File: src/rtl/calc_enc_seq.sv
`default_nettype none
// ============================================================================
//  Module   : calc_enc_seq
//  Purpose  : Push-button chord encoder. Three raw buttons are synchronised
//             and debounced. The FSM collects the union of buttons pressed
//             together (a chord). Once every button is released it emits one
//             encoded ALU operation through a valid/ready handshake.
//  Revision : 1.0 - initial release
// ----------------------------------------------------------------------------
//  Parameters
//    DEB_CYCLES : cycles a synchronised level must persist to be accepted
//                 (1..65535)
//    CNT_W      : debounce counter width, 2**CNT_W > DEB_CYCLES
//  Ports
//    clk        in   1  rising-edge clock
//    reset      in   1  asynchronous active-high reset
//    btnl/c/r   in   1  raw button levels, 1 = pressed
//    op_ready   in   1  consumer accepts alu_op when op_valid & op_ready
//    alu_op     out  4  encoded operation of the captured chord
//    op_valid   out  1  alu_op holds a pending operation
//    busy       out  1  FSM is collecting or emitting
//    overflow   out  1  sticky: a press was discarded while pending
// ============================================================================
module calc_enc_seq #(
  parameter int DEB_CYCLES = 16,
  parameter int CNT_W      = 16
) (
  input  logic       clk,
  input  logic       reset,
  input  logic       btnl,
  input  logic       btnc,
  input  logic       btnr,
  input  logic       op_ready,
  output logic [3:0] alu_op,
  output logic       op_valid,
  output logic       busy,
  output logic       overflow
);

  localparam logic [CNT_W-1:0] DEB_LAST = CNT_W'(DEB_CYCLES - 1);
  localparam logic [CNT_W-1:0] CNT_ONE  = CNT_W'(1);

  // Bit order everywhere is {l, c, r}.
  logic [2:0] raw_w;
  logic [2:0] deb_w;

  assign raw_w = {btnl, btnc, btnr};

  // --------------------------------------------------------------------------
  // Per-button synchroniser and debouncer
  // --------------------------------------------------------------------------
  for (genvar i = 0; i < 3; i++) begin : g_btn
    logic             meta_q;
    logic             sync_q;
    logic             deb_q;
    logic             deb_d;
    logic [CNT_W-1:0] cnt_q;
    logic [CNT_W-1:0] cnt_d;

    // The counter counts cycles in which the synchronised level disagrees
    // with the accepted level. It restarts whenever they agree, so only an
    // unbroken run of DEB_CYCLES disagreeing cycles flips the debounced state.
    always_comb begin
      deb_d = deb_q;
      cnt_d = '0;
      if (sync_q != deb_q) begin
        if (cnt_q == DEB_LAST) begin
          deb_d = sync_q;
          cnt_d = '0;
        end else begin
          cnt_d = cnt_q + CNT_ONE;
        end
      end
    end

    always_ff @(posedge clk or posedge reset) begin
      if (reset) begin
        meta_q <= 1'b0;
        sync_q <= 1'b0;
        deb_q  <= 1'b0;
        cnt_q  <= '0;
      end else begin
        meta_q <= raw_w[i];
        sync_q <= meta_q;
        deb_q  <= deb_d;
        cnt_q  <= cnt_d;
      end
    end

    assign deb_w[i] = deb_q;
  end

  // --------------------------------------------------------------------------
  // Chord encoding
  // --------------------------------------------------------------------------
  function automatic logic [3:0] enc_chord(input logic [2:0] chord);
    logic [3:0] op;
    case (chord)
      3'b001:  op = 4'b0001;
      3'b010:  op = 4'b0010;
      3'b011:  op = 4'b0110;
      3'b100:  op = 4'b0100;
      3'b101:  op = 4'b1001;
      3'b110:  op = 4'b1010;
      3'b111:  op = 4'b0101;
      default: op = 4'b0000;  // empty chord cannot reach EMIT
    endcase
    return op;
  endfunction

  // --------------------------------------------------------------------------
  // Sequencer
  // --------------------------------------------------------------------------
  typedef enum logic [1:0] {
    S_IDLE    = 2'd0,
    S_COLLECT = 2'd1,
    S_EMIT    = 2'd2
  } state_t;

  state_t     state_q;
  logic [2:0] chord_q;
  logic [3:0] alu_op_q;
  logic       op_valid_q;
  logic       busy_q;
  logic       overflow_q;
  // Set on acceptance: buttons still down from a discarded press, or from
  // the chord itself, must be released before a new chord may start.
  logic       wait_rel_q;

  always_ff @(posedge clk or posedge reset) begin
    if (reset) begin
      state_q    <= S_IDLE;
      chord_q    <= 3'b000;
      alu_op_q   <= 4'b0000;
      op_valid_q <= 1'b0;
      busy_q     <= 1'b0;
      overflow_q <= 1'b0;
      wait_rel_q <= 1'b0;
    end else begin
      case (state_q)
        S_IDLE: begin
          if (wait_rel_q) begin
            if (deb_w == 3'b000) begin
              wait_rel_q <= 1'b0;
            end
          end else if (deb_w != 3'b000) begin
            state_q <= S_COLLECT;
            chord_q <= deb_w;
            busy_q  <= 1'b1;
          end
        end

        S_COLLECT: begin
          if (deb_w == 3'b000) begin
            // Chord already holds every button seen; nothing to OR in.
            state_q    <= S_EMIT;
            alu_op_q   <= enc_chord(chord_q);
            op_valid_q <= 1'b1;
          end else begin
            chord_q <= chord_q | deb_w;
          end
        end

        S_EMIT: begin
          if (deb_w != 3'b000) begin
            overflow_q <= 1'b1;
          end
          if (op_ready) begin
            state_q    <= S_IDLE;
            chord_q    <= 3'b000;
            op_valid_q <= 1'b0;
            busy_q     <= 1'b0;
            wait_rel_q <= 1'b1;
          end
        end

        default: begin
          state_q    <= S_IDLE;
          chord_q    <= 3'b000;
          op_valid_q <= 1'b0;
          busy_q     <= 1'b0;
        end
      endcase
    end
  end

  assign alu_op   = alu_op_q;
  assign op_valid = op_valid_q;
  assign busy     = busy_q;
  assign overflow = overflow_q;

endmodule
`default_nettype wire

File: config.mk
export PLATFORM = sky130hd
export DESIGN_NAME = calc_enc_seq
export DESIGN_NICKNAME = d
export VERILOG_FILES = /design/src/rtl/calc_enc_seq.sv
export SDC_FILE = /design/constraint.sdc
export NUM_CORES = 1
export LEC_CHECK = 0
export ABC_CLOCK_PERIOD_IN_PS = 1900
export BUFFER_PORTS_ARGS = -buffer_cell sky130_fd_sc_hd__buf_2
export CORE_MARGIN = 2
export CORE_UTILIZATION = 55
export DETAILED_ROUTE_END_ITERATION = 12
export PLACE_DENSITY = 0.75
export SKIP_LAST_GASP = 1
export SLEW_MARGIN = 25
export SYNTH_ARGS = -nofsm -noshare
export SYNTH_HDL_FRONTEND = slang
export SYNTH_SLANG_ARGS = --single-unit
File: constraint.sdc
create_clock -name clk -period 1.9 [get_ports clk]
set_input_delay 0.19 -clock clk [delete_from_list [all_inputs] [get_ports clk]]
set_output_delay 0.19 -clock clk [all_outputs]
set_load 0.1 [all_outputs]
==> impl_metrics.json, run 1 <==
{
  "status": "completed",
  "hp-class": "input port to register",
  "synth_top_area_cell": "dfrtp_1",
  "cts_tree": "done",
  "postLayoutCellArea_sq_um": 3650,
  "synthCells": 308,
  "tightest_slew_ns": 0.618,
  "worstPathArrival_ns": 1.86,
  "critical_path.startpoint_type": "register",
  "yosysMostFrequentCell": "dfrtp_1",
  "hold_viol": 0,
  "start_util_pct": 57.4,
  "port_buffers": 12,
  "grt_pass1_wl_um": 9650,
  "seq_area_frac_synth_pct": 54.8,
  "endpoint": "g_btn[0].cnt_q[12]",
  "firstDrtPassIters": 4,
  "vias": 2266,
  "fin_tns_setup_ns": 0,
  "gp_congestion": 0.799,
  "crit-reg2reg-launch": "g_btn[0].cnt_q[0]",
  "yosys.area.top_type_share_pct": 54.8,
  "avgSynthCellArea_sq_um": 10.4,
  "finalCriticalPeriod_ns": 1.65,
  "dpl-instance-area_sq_um": 3390,
  "startpoint": "g_btn[0].cnt_q[0]",
  "seq_power_share_pct": 51.6,
  "nets": 347,
  "synth-edff-count": 0,
  "fmax_mhz": 606,
  "grt_max_degree": 31,
  "synth_area_leaders": "dfrtp_1 55%, xnor2_1 9.9%, nor2_1 5.7%",
  "cts.sinks": 70,
  "setup-violations-final": 0,
  "r2r_cells": 5,
  "p_int_uw": 2300,
  "ir_drop_v": 0.000512,
  "ys_ff_latch": 70,
  "antenna_found_initial": 0,
  "p_comb_share_pct": 4.4,
  "fillerInstances": 412,
  "dp_hpwl_um": 3770,
  "grt_pass1_vias": 2198,
  "swShare_pct": 23.0,
  "htreeDepth": 3,
  "viasPerCell": 5.46,
  "synth_nets": 317,
  "core_area_sq_um": 5570,
  "ys_warn_count": 0,
  "insertedDiodeCount": 0,
  "overflow": 0,
  "path_clk_slew_ns": 0.08,
  "synth_ff_type": "dfrtp_1",
  "synthArstFlopShare_pct": 100,
  "track_usage_pct": 19.5,
  "drtIter0Drc": 126,
  "fp.dieH_um": 80.3,
  "rows": 27,
  "drc": 0,
  "p_switching_uw": 689,
  "drive_above_1_share_pct": 14.6,
  "worstSetupPathType": "register to register",
  "rsz0062_at_grt": "false",
  "drtAntennaViolNets": 0,
  "avgRoutedWirePerCell_um": 13.0,
  "max_slew_margin_pct": 58.7,
  "area_delta_synth_final_pct": 14.1,
  "cts_root_buf": "clkbuf_8",
  "clkPwrFrac_pct": 44.0,
  "cap_violations": 0,
  "ios": 13,
  "worstSkewPairLatency_ns": 0.34,
  "drv_slew": 0,
  "p_per_area_nw_per_um2": 819,
  "leakage_uw": 0.00156,
  "r2r_slack_ns": 0.25,
  "skew_ns": 0.00593,
  "required_ns": 2.11,
  "syn_area_sq_um": 3200,
  "cts_made_buffers": 9,
  "period_share_pct": 86.9,
  "worst-path-max-fanout": 15,
  "reg2reg_to": "g_btn[0].cnt_q[12]",
  "yosysUniqueCellTypes": 33,
  "synth_common_cells": "70 x dfrtp_1, 49 x nor2_1, 36 x xnor2_1",
  "cts_buffer_depth": 2,
  "dieArea_sq_um": 6440,
  "dieWidth_um": 80.3,
  "end_kind": "register",
  "drt-total-wl_um": 5380,
  "post_cts_resized": 0
}
## layer usage
layer / vias up / GRT usage, % / share of wire, % / wire length [um]
li1: 1127 / - / - / -
met1: 1086 / 24.4 / 49 / 2610
met2: 39 / 31.3 / 46 / 2480
met3: 14 / 3.82 / 2.4 / 129
met4: 0 / 11.7 / 2.9 / 155
met5: - / 0 / 0 / 0
## power groups by stage
stage | logic [uW] | clock network (uW) | registers, uW
after floorplan | 69.1 | 0 | 1590
after global placement | 127 | 0 | 1570
after detailed placement | 131 | 0 | 1570
after CTS | 137 | 1350 | 1540
after global routing | 151 | 1420 | 1550
final | 133 | 1320 | 1540
## registers in the layout, summed over array words and instances, names as in the netlist
signal,count
g_btn.deb_q,3
chord_q,3
busy,1
state_q,2
alu_op,4
wait_rel_q,1
g_btn.sync_q,3
g_btn.cnt_q,48
overflow,1
g_btn.meta_q,3
op_valid,1
## cell families after synthesis
kind of cell | after synthesis | synth area share (%)
XOR/XNOR | 44 | 12.0
AND/OR/NAND/NOR | 148 | 24.1
multiplexers | 3 | 1.06
buffers and inverters | 19 | 2.66
adder cells (fa/ha/maj) | 3 | 1.17
flip-flops | 70 | 54.8
AO/OA/AOI/OAI | 21 | 4.18
## worst max-delay path: stages, from the launching register on
cell and delay (ns):
dfrtp_1 0.40, ha_1 0.23, and3_1 0.21, nand4_1 0.14, nand2_1 0.41, nor2_1 0.12
## timing repair
action	CTS	global route
endpoints found under the hold margin	30	0
setup endpoints to repair	0	0
buffers inserted	0	0
hold buffers	4	0
## layout by cell type, fill, tap and decap left out, types with 2 or more instances in the layout
master	instances
buf_4	6
mux2_2	3
nor2_1	49
nand4b_1	2
nor2_2	2
ha_1	3
nand4_2	2
inv_1	14
nand2_1	24
o21ai_0	7
a22o_1	4
bufinv_16	2
nand4_4	2
nand3_2	2
buf_2	12
clkbuf_8	9
nor4_1	20
dfrtp_1	70
nor3_1	15
nand3_1	12
dlygate4sd3_1	4
xnor2_1	36
xor2_1	8
nand4_1	9
clkinvlp_4	3
a21oi_1	5
a31o_2	2
and3_1	4
## area by class of cell
cell class                 instances  area [sq um]  area share (%)
sequential                        70          1750            48.0
multi-input combinational        219          1360            37.3
timing repair buffer              23           165            4.52
clock buffer                       9           124            3.39
clock inverter                     7          97.6            2.67
tap                               72          90.1            2.47
inverter                          15          60.1            1.64
## worst min-delay path by stage
stage          startpoint           endpoint  slack [ns]  depth (start not counted)
2_1_floorplan        btnr    g_btn[0].meta_q        0.22                          0
3_3_place_gp        reset  g_btn[1].cnt_q[1]        0.29                          2
3_5_place_dp        reset    g_btn[1].sync_q        0.30                          2
4_1_cts          op_ready         state_q[1]        0.13                          3
5_1_grt          op_ready         state_q[1]        0.16                          3
6_report         op_ready         state_q[1]        0.14                          3
## stage by stage
stage	utilization [%]	power, uW	hold slack (ns)	std cells	worst slack (ns)
6_report	65.5	2990	0.138	415	0.249
2_1_floorplan	-	1660	0.221	308	0.431
3_3_place_gp	60.8	1700	0.294	395	0.328
4_1_cts	65.5	3030	0.131	415	0.227
5_1_grt	65.5	3120	0.163	415	0.0318
3_5_place_dp	60.8	1700	0.297	395	0.235
Note: power is estimated with default switching activity, not from simulation.
==> run 2, diff against run 1 <==
--- a/config.mk
+++ b/config.mk
@@ -8,9 +8,8 @@
 export ABC_CLOCK_PERIOD_IN_PS = 1900
 export BUFFER_PORTS_ARGS = -buffer_cell sky130_fd_sc_hd__buf_2
 export CORE_MARGIN = 2
-export CORE_UTILIZATION = 55
+export CORE_UTILIZATION = 33
 export DETAILED_ROUTE_END_ITERATION = 12
-export PLACE_DENSITY = 0.75
 export SKIP_LAST_GASP = 1
 export SLEW_MARGIN = 25
 export SYNTH_ARGS = -nofsm -noshare
==> run 2 against run 1 <==
Sequential power barely moved. Register-to-register slack is essentially flat. Cell count grew 13%. Total power increased by 9.6%. Critical endpoint is now g_btn[0].cnt_q[10].
==> impl_metrics.json, run 2 (synthesized netlist as in run 1, its figures left out) <==
{
  "power_uw": 3280,
  "skew_ns": 0.00727,
  "leakage_uw": 0.00158,
  "grt_pass1_wl_um": 10300,
  "critical_path.startpoint_type": "register",
  "post-cts-setup-buffers": 0,
  "fp.dieH_um": 102,
  "required_ns": 2.11,
  "dpl.cell_count": 450,
  "layout_commonest_cell": "dfrtp_1",
  "antenna_found_initial": 0,
  "cap_violations": 0,
  "cts_made_buffers": 9,
  "dieArea_sq_um": 10500,
  "dieWidth_um": 102,
  "insertedDiodeCount": 0,
  "cp_slowest_cell": "nand2_1",
  "avgRoutedWirePerCell_um": 12.3,
  "grt_pass1_vias": 2229,
  "port_buffers": 12,
  "start_util_pct": 34.3,
  "setup-violations-final": 0,
  "path_clk_slew_ns": 0.07,
  "ir_drop_v": 0.000381,
  "dr.max_layer_used": "met4",
  "worstSkewPairLatency_ns": 0.34,
  "worst-path-max-fanout": 15,
  "r2r_cells": 5,
  "gp_congestion": 0.780,
  "core_area_sq_um": 9330,
  "drive_above_1_share_pct": 14.1,
  "hold_viol": 0,
  "nets": 345,
  "hp-class": "input port to register",
  "max_slew_margin_pct": 66.4,
  "cts_buffer_depth": 2,
  "fin_tns_setup_ns": 0,
  "worstSetupPathType": "register to register",
  "met1Wirelength_um": 2900,
  "largest_reg_flops": 48,
  "critPathMaxStageDelay_ns": 0.43,
  "end_kind": "register",
  "p_per_area_nw_per_um2": 873,
  "top_register": "g_btn.cnt_q",
  "ios": 13,
  "rsz0062_at_grt": "false",
  "dp_hpwl_um": 3930,
  "rows": 35,
  "htreeDepth": 3,
  "finalCriticalPeriod_ns": 1.66,
  "path_cells": "ha_1, and3_1, nand4_1, nand2_1, nor2_1",
  "overflow": 0,
  "period_share_pct": 87.5,
  "drv_slew": 0,
  "track_usage_pct": 12.7,
  "drc": 0,
  "status": "completed",
  "vias": 2265,
  "cts_root_buf": "clkbuf_8",
  "cts_tree": "done",
  "final_cell_mix": "70 x dfrtp_1, 49 x nor2_1, 36 x xnor2_1, 24 x nand2_1, 20 x nor4_1",
  "tightest_slew_ns": 0.503,
  "drtAntennaViolNets": 0,
  "firstDrtPassIters": 5,
  "fin_cells": 470,
  "drt-total-wl_um": 5800,
  "whs_path_depth": 3,
  "dr_wl_met3_um": 139,
  "drtIter0Drc": 104,
  "grt_max_degree": 53,
  "cts.sinks": 70,
  "met2_length_um": 2670,
  "worstPathArrival_ns": 1.87,
  "post_cts_resized": 0,
  "viasPerCell": 4.82,
  "fmax_mhz": 601,
  "fillerInstances": 886,
  "area_delta_synth_final_pct": 17.4
}
## run 2: changes by cell type in the layout (fill, tap and decap cells not counted)
cell / previous run / this run
bufinv_16: 2 / 4
clkinvlp_4: 3 / 2
inv_6: 1 / 0
buf_4: 6 / 4
clkinv_4: 1 / 0
clkbuf_8: 9 / 10
## run 2: worst max-delay path: cells and delay by family, from the launching register on
kind	cells	cell delay (ns)
and+or+nand+nor	4	0.89
DFF	1	0.41
adders and majority gates	1	0.24
## run 2: cell type report
type | count | area (sq um) | share of cell area [%]
Clock buffer | 10 | 138 | 3.66
Tap cell | 129 | 161 | 4.30
Multi-Input combinational cell | 219 | 1360 | 36.3
Inverter | 15 | 60.1 | 1.60
Clock inverter | 6 | 133 | 3.53
Sequential cell | 70 | 1750 | 46.6
Timing Repair Buffer | 21 | 150 | 4.00
## run 2: layer usage
metal / global-route usage (%) / vias up
li1: - / 1119
met1: 16.3 / 1118
met2: 19.8 / 22
met3: 3.69 / 6
met4: 5.85 / 0
met5: 0 / -
## run 2: stage by stage
step / util [%] / instance area, sq um / setup slack, ns / hold slack, ns
final: 40.3 / 3760 / 0.237 / 0.154
after global routing: 40.3 / 3760 / 0.0545 / 0.161
after CTS: 40.3 / 3760 / 0.222 / 0.130
after detailed placement: 36.9 / 3450 / 0.229 / 0.221
after global placement: 36.9 / 3450 / 0.300 / 0.222
after floorplan: - / 3200 / 0.431 / 0.221
## run 2: path summary, 6_finish.rpt
path                                    from            endpoint  slack, ns
max                        g_btn[0].cnt_q[0]  g_btn[0].cnt_q[10]       0.24
min                                 op_ready          state_q[1]       0.15
max reg2reg                g_btn[0].cnt_q[0]  g_btn[0].cnt_q[10]       0.24
min reg2reg                  g_btn[1].meta_q     g_btn[1].sync_q       0.35
max in group asynchronous              reset  g_btn[2].cnt_q[14]       0.90
min in group asynchronous              reset   g_btn[1].cnt_q[3]       0.39
## run 2: repair_timing
| item | in CTS | in global routing |
|---|---|---|
| endpoints found under the hold margin | 21 | 0 |
| endpoints found under the setup margin | 0 | 0 |
| hold buffers | 4 | 0 |
## run 2: power by group
| part | switching, uW | total [uW] | internal (uW) | leakage [uW] |
|---|---|---|---|---|
| logic | 89.4 | 131 | 41.3 | 0.000488 |
| clock network | 567 | 1610 | 1040 | 0.000132 |
| registers | 27.3 | 1540 | 1520 | 0.000955 |
==> run 3, diff against run 2 <==
--- a/config.mk
+++ b/config.mk
@@ -7,6 +7,7 @@
 export LEC_CHECK = 0
 export ABC_CLOCK_PERIOD_IN_PS = 1900
 export BUFFER_PORTS_ARGS = -buffer_cell sky130_fd_sc_hd__buf_2
+export CORE_ASPECT_RATIO = 1.1
 export CORE_MARGIN = 2
 export CORE_UTILIZATION = 33
 export DETAILED_ROUTE_END_ITERATION = 12
==> run 3 against run 2 <==
Setup slack improved by 0.027 ns. Non-clock buffer count fell by 1. Critical path depth did not move. Wire length fell by 1.5%. Cell count fell by 2.8%. Cell area fell by 2.5%. Sequential power barely moved. Global-route usage fell by 0.23 points. Die area barely moved. Total power fell by 13%. Clock power fell by 25%. Flip-flop and latch count did not move. Largest cell class unchanged. Largest power group is now sequential cells.
==> impl_metrics.json, run 3 (synthesized netlist as in run 1, its figures left out) <==
{
  "port_buffers": 12,
  "grt_pass1_wl_um": 10600,
  "post_cts_resized": 0,
  "drc": 0,
  "cts_buffer_depth": 2,
  "vias": 2271,
  "htreeDepth": 3,
  "worstSetupPathType": "register to register",
  "cts_made_buffers": 9,
  "setup-violations-final": 0,
  "antenna_found_initial": 0,
  "hold_start": "op_ready",
  "finalCriticalPeriod_ns": 1.64,
  "required_ns": 2.16,
  "critical_path.startpoint_type": "register",
  "start_util_pct": 34.0,
  "path_clk_slew_ns": 0.08,
  "drv_slew": 0,
  "largest_reg_flops": 48,
  "dp_hpwl_um": 3970,
  "overflow": 0,
  "final_cell_mix": "70 x dfrtp_1, 49 x nor2_1, 36 x xnor2_1, 24 x nand2_1, 20 x nor4_1",
  "hold_ws_ns": 0.137,
  "post-cts-setup-buffers": 0,
  "area_delta_synth_final_pct": 14.4,
  "nets": 344,
  "p_per_area_nw_per_um2": 784,
  "rsz0062_at_grt": "false",
  "worst-path-max-fanout": 15,
  "grt_max_degree": 54,
  "viasPerCell": 4.97,
  "top_register": "g_btn.cnt_q",
  "layout_commonest_cell": "dfrtp_1",
  "ios": 13,
  "skew_ns": 0.0110,
  "period_share_pct": 86.1,
  "holdBufCountCts": 4,
  "drtIter0Drc": 86,
  "fin_tns_setup_ns": 0,
  "ir_drop_v": 0.000527,
  "crit-reg2reg-launch": "g_btn[0].cnt_q[0]",
  "drtAntennaViolNets": 0,
  "cts_root_buf": "clkbuf_8",
  "leakage_uw": 0.00154,
  "firstDrtPassIters": 4,
  "dieArea_sq_um": 10500,
  "startpoint": "g_btn[0].cnt_q[0]",
  "fp.dieH_um": 107,
  "cts.sinks": 70,
  "rows": 37,
  "drt-total-wl_um": 5720,
  "max_slew_margin_pct": 67.6,
  "drive_above_1_share_pct": 13.8,
  "tightest_slew_ns": 0.489,
  "cts_tree": "done",
  "status": "completed",
  "cap_violations": 0,
  "gp_congestion": 0.771,
  "hold_viol": 0,
  "core_area_sq_um": 9400,
  "avgRoutedWirePerCell_um": 12.5,
  "track_usage_pct": 12.5,
  "worstSkewPairLatency_ns": 0.35,
  "hp-class": "input port to register",
  "r2r_cells": 5,
  "fmax_mhz": 611,
  "grt_pass1_vias": 2374,
  "dieWidth_um": 97.9,
  "worstPathArrival_ns": 1.90,
  "insertedDiodeCount": 0,
  "whs_path_depth": 3,
  "end_kind": "register"
}
[run 3: metal layers]
| layer | share of wire [%] | global-route usage, % | up-vias |
|---|---|---|---|
| li1 | - | - | 1114 |
| met1 | 46 | 15.4 | 1117 |
| met2 | 48 | 20.4 | 32 |
| met3 | 4.2 | 3.51 | 8 |
| met4 | 1.5 | 5.65 | 0 |
| met5 | 0 | 0 | - |
[run 3: through the flow]
| stage | worst slack [ns] | cell area (sq um) | utilization, % | power [uW] | cells |
|---|---|---|---|---|---|
| 6_report | 0.264 | 3660 | 39.0 | 2870 | 457 |
| 4_1_cts | 0.221 | 3660 | 39.0 | 2910 | 457 |
| 5_1_grt | 0.0535 | 3660 | 39.0 | 2990 | 457 |
| 2_1_floorplan | 0.431 | 3200 | - | 1660 | 308 |
| 3_3_place_gp | 0.305 | 3420 | 36.4 | 1700 | 437 |
| 3_5_place_dp | 0.228 | 3420 | 36.4 | 1700 | 437 |
[run 3: worst paths after layout]
check / endpoint / slack (ns)
setup / recovery: g_btn[0].cnt_q[15] / 0.26
hold / removal: state_q[1] / 0.14
setup reg to reg: g_btn[0].cnt_q[15] / 0.26
hold reg to reg: g_btn[0].sync_q / 0.35
max in group asynchronous: g_btn[2].cnt_q[0] / 0.91
min in group asynchronous: g_btn[1].cnt_q[11] / 0.40
[run 3: worst max-delay path, cell delays in order, from the launching register on]
cell	delay (ns)
dfrtp_1	0.43
ha_1	0.26
and3_1	0.21
nand4_1	0.12
nand2_1	0.31
a21oi_1	0.22
[run 3: power by group]
part	internal, uW	total, uW	switching (uW)
combinational	41.3	130	89.1
sequential	1520	1540	27.9
clock	610	1200	585
total	2170	2870	702
[run 3: final cells by class]
| type | instances | area [sq um] |
|---|---|---|
| fillers | 913 | 5740 |
| flip-flops and latches | 70 | 1750 |
| multi-input cells | 219 | 1360 |
| well taps | 117 | 146 |
| repair buffers | 20 | 143 |
| clock buffers | 9 | 124 |
| clock inverters | 7 | 73.8 |
| inverters | 15 | 60.1 |
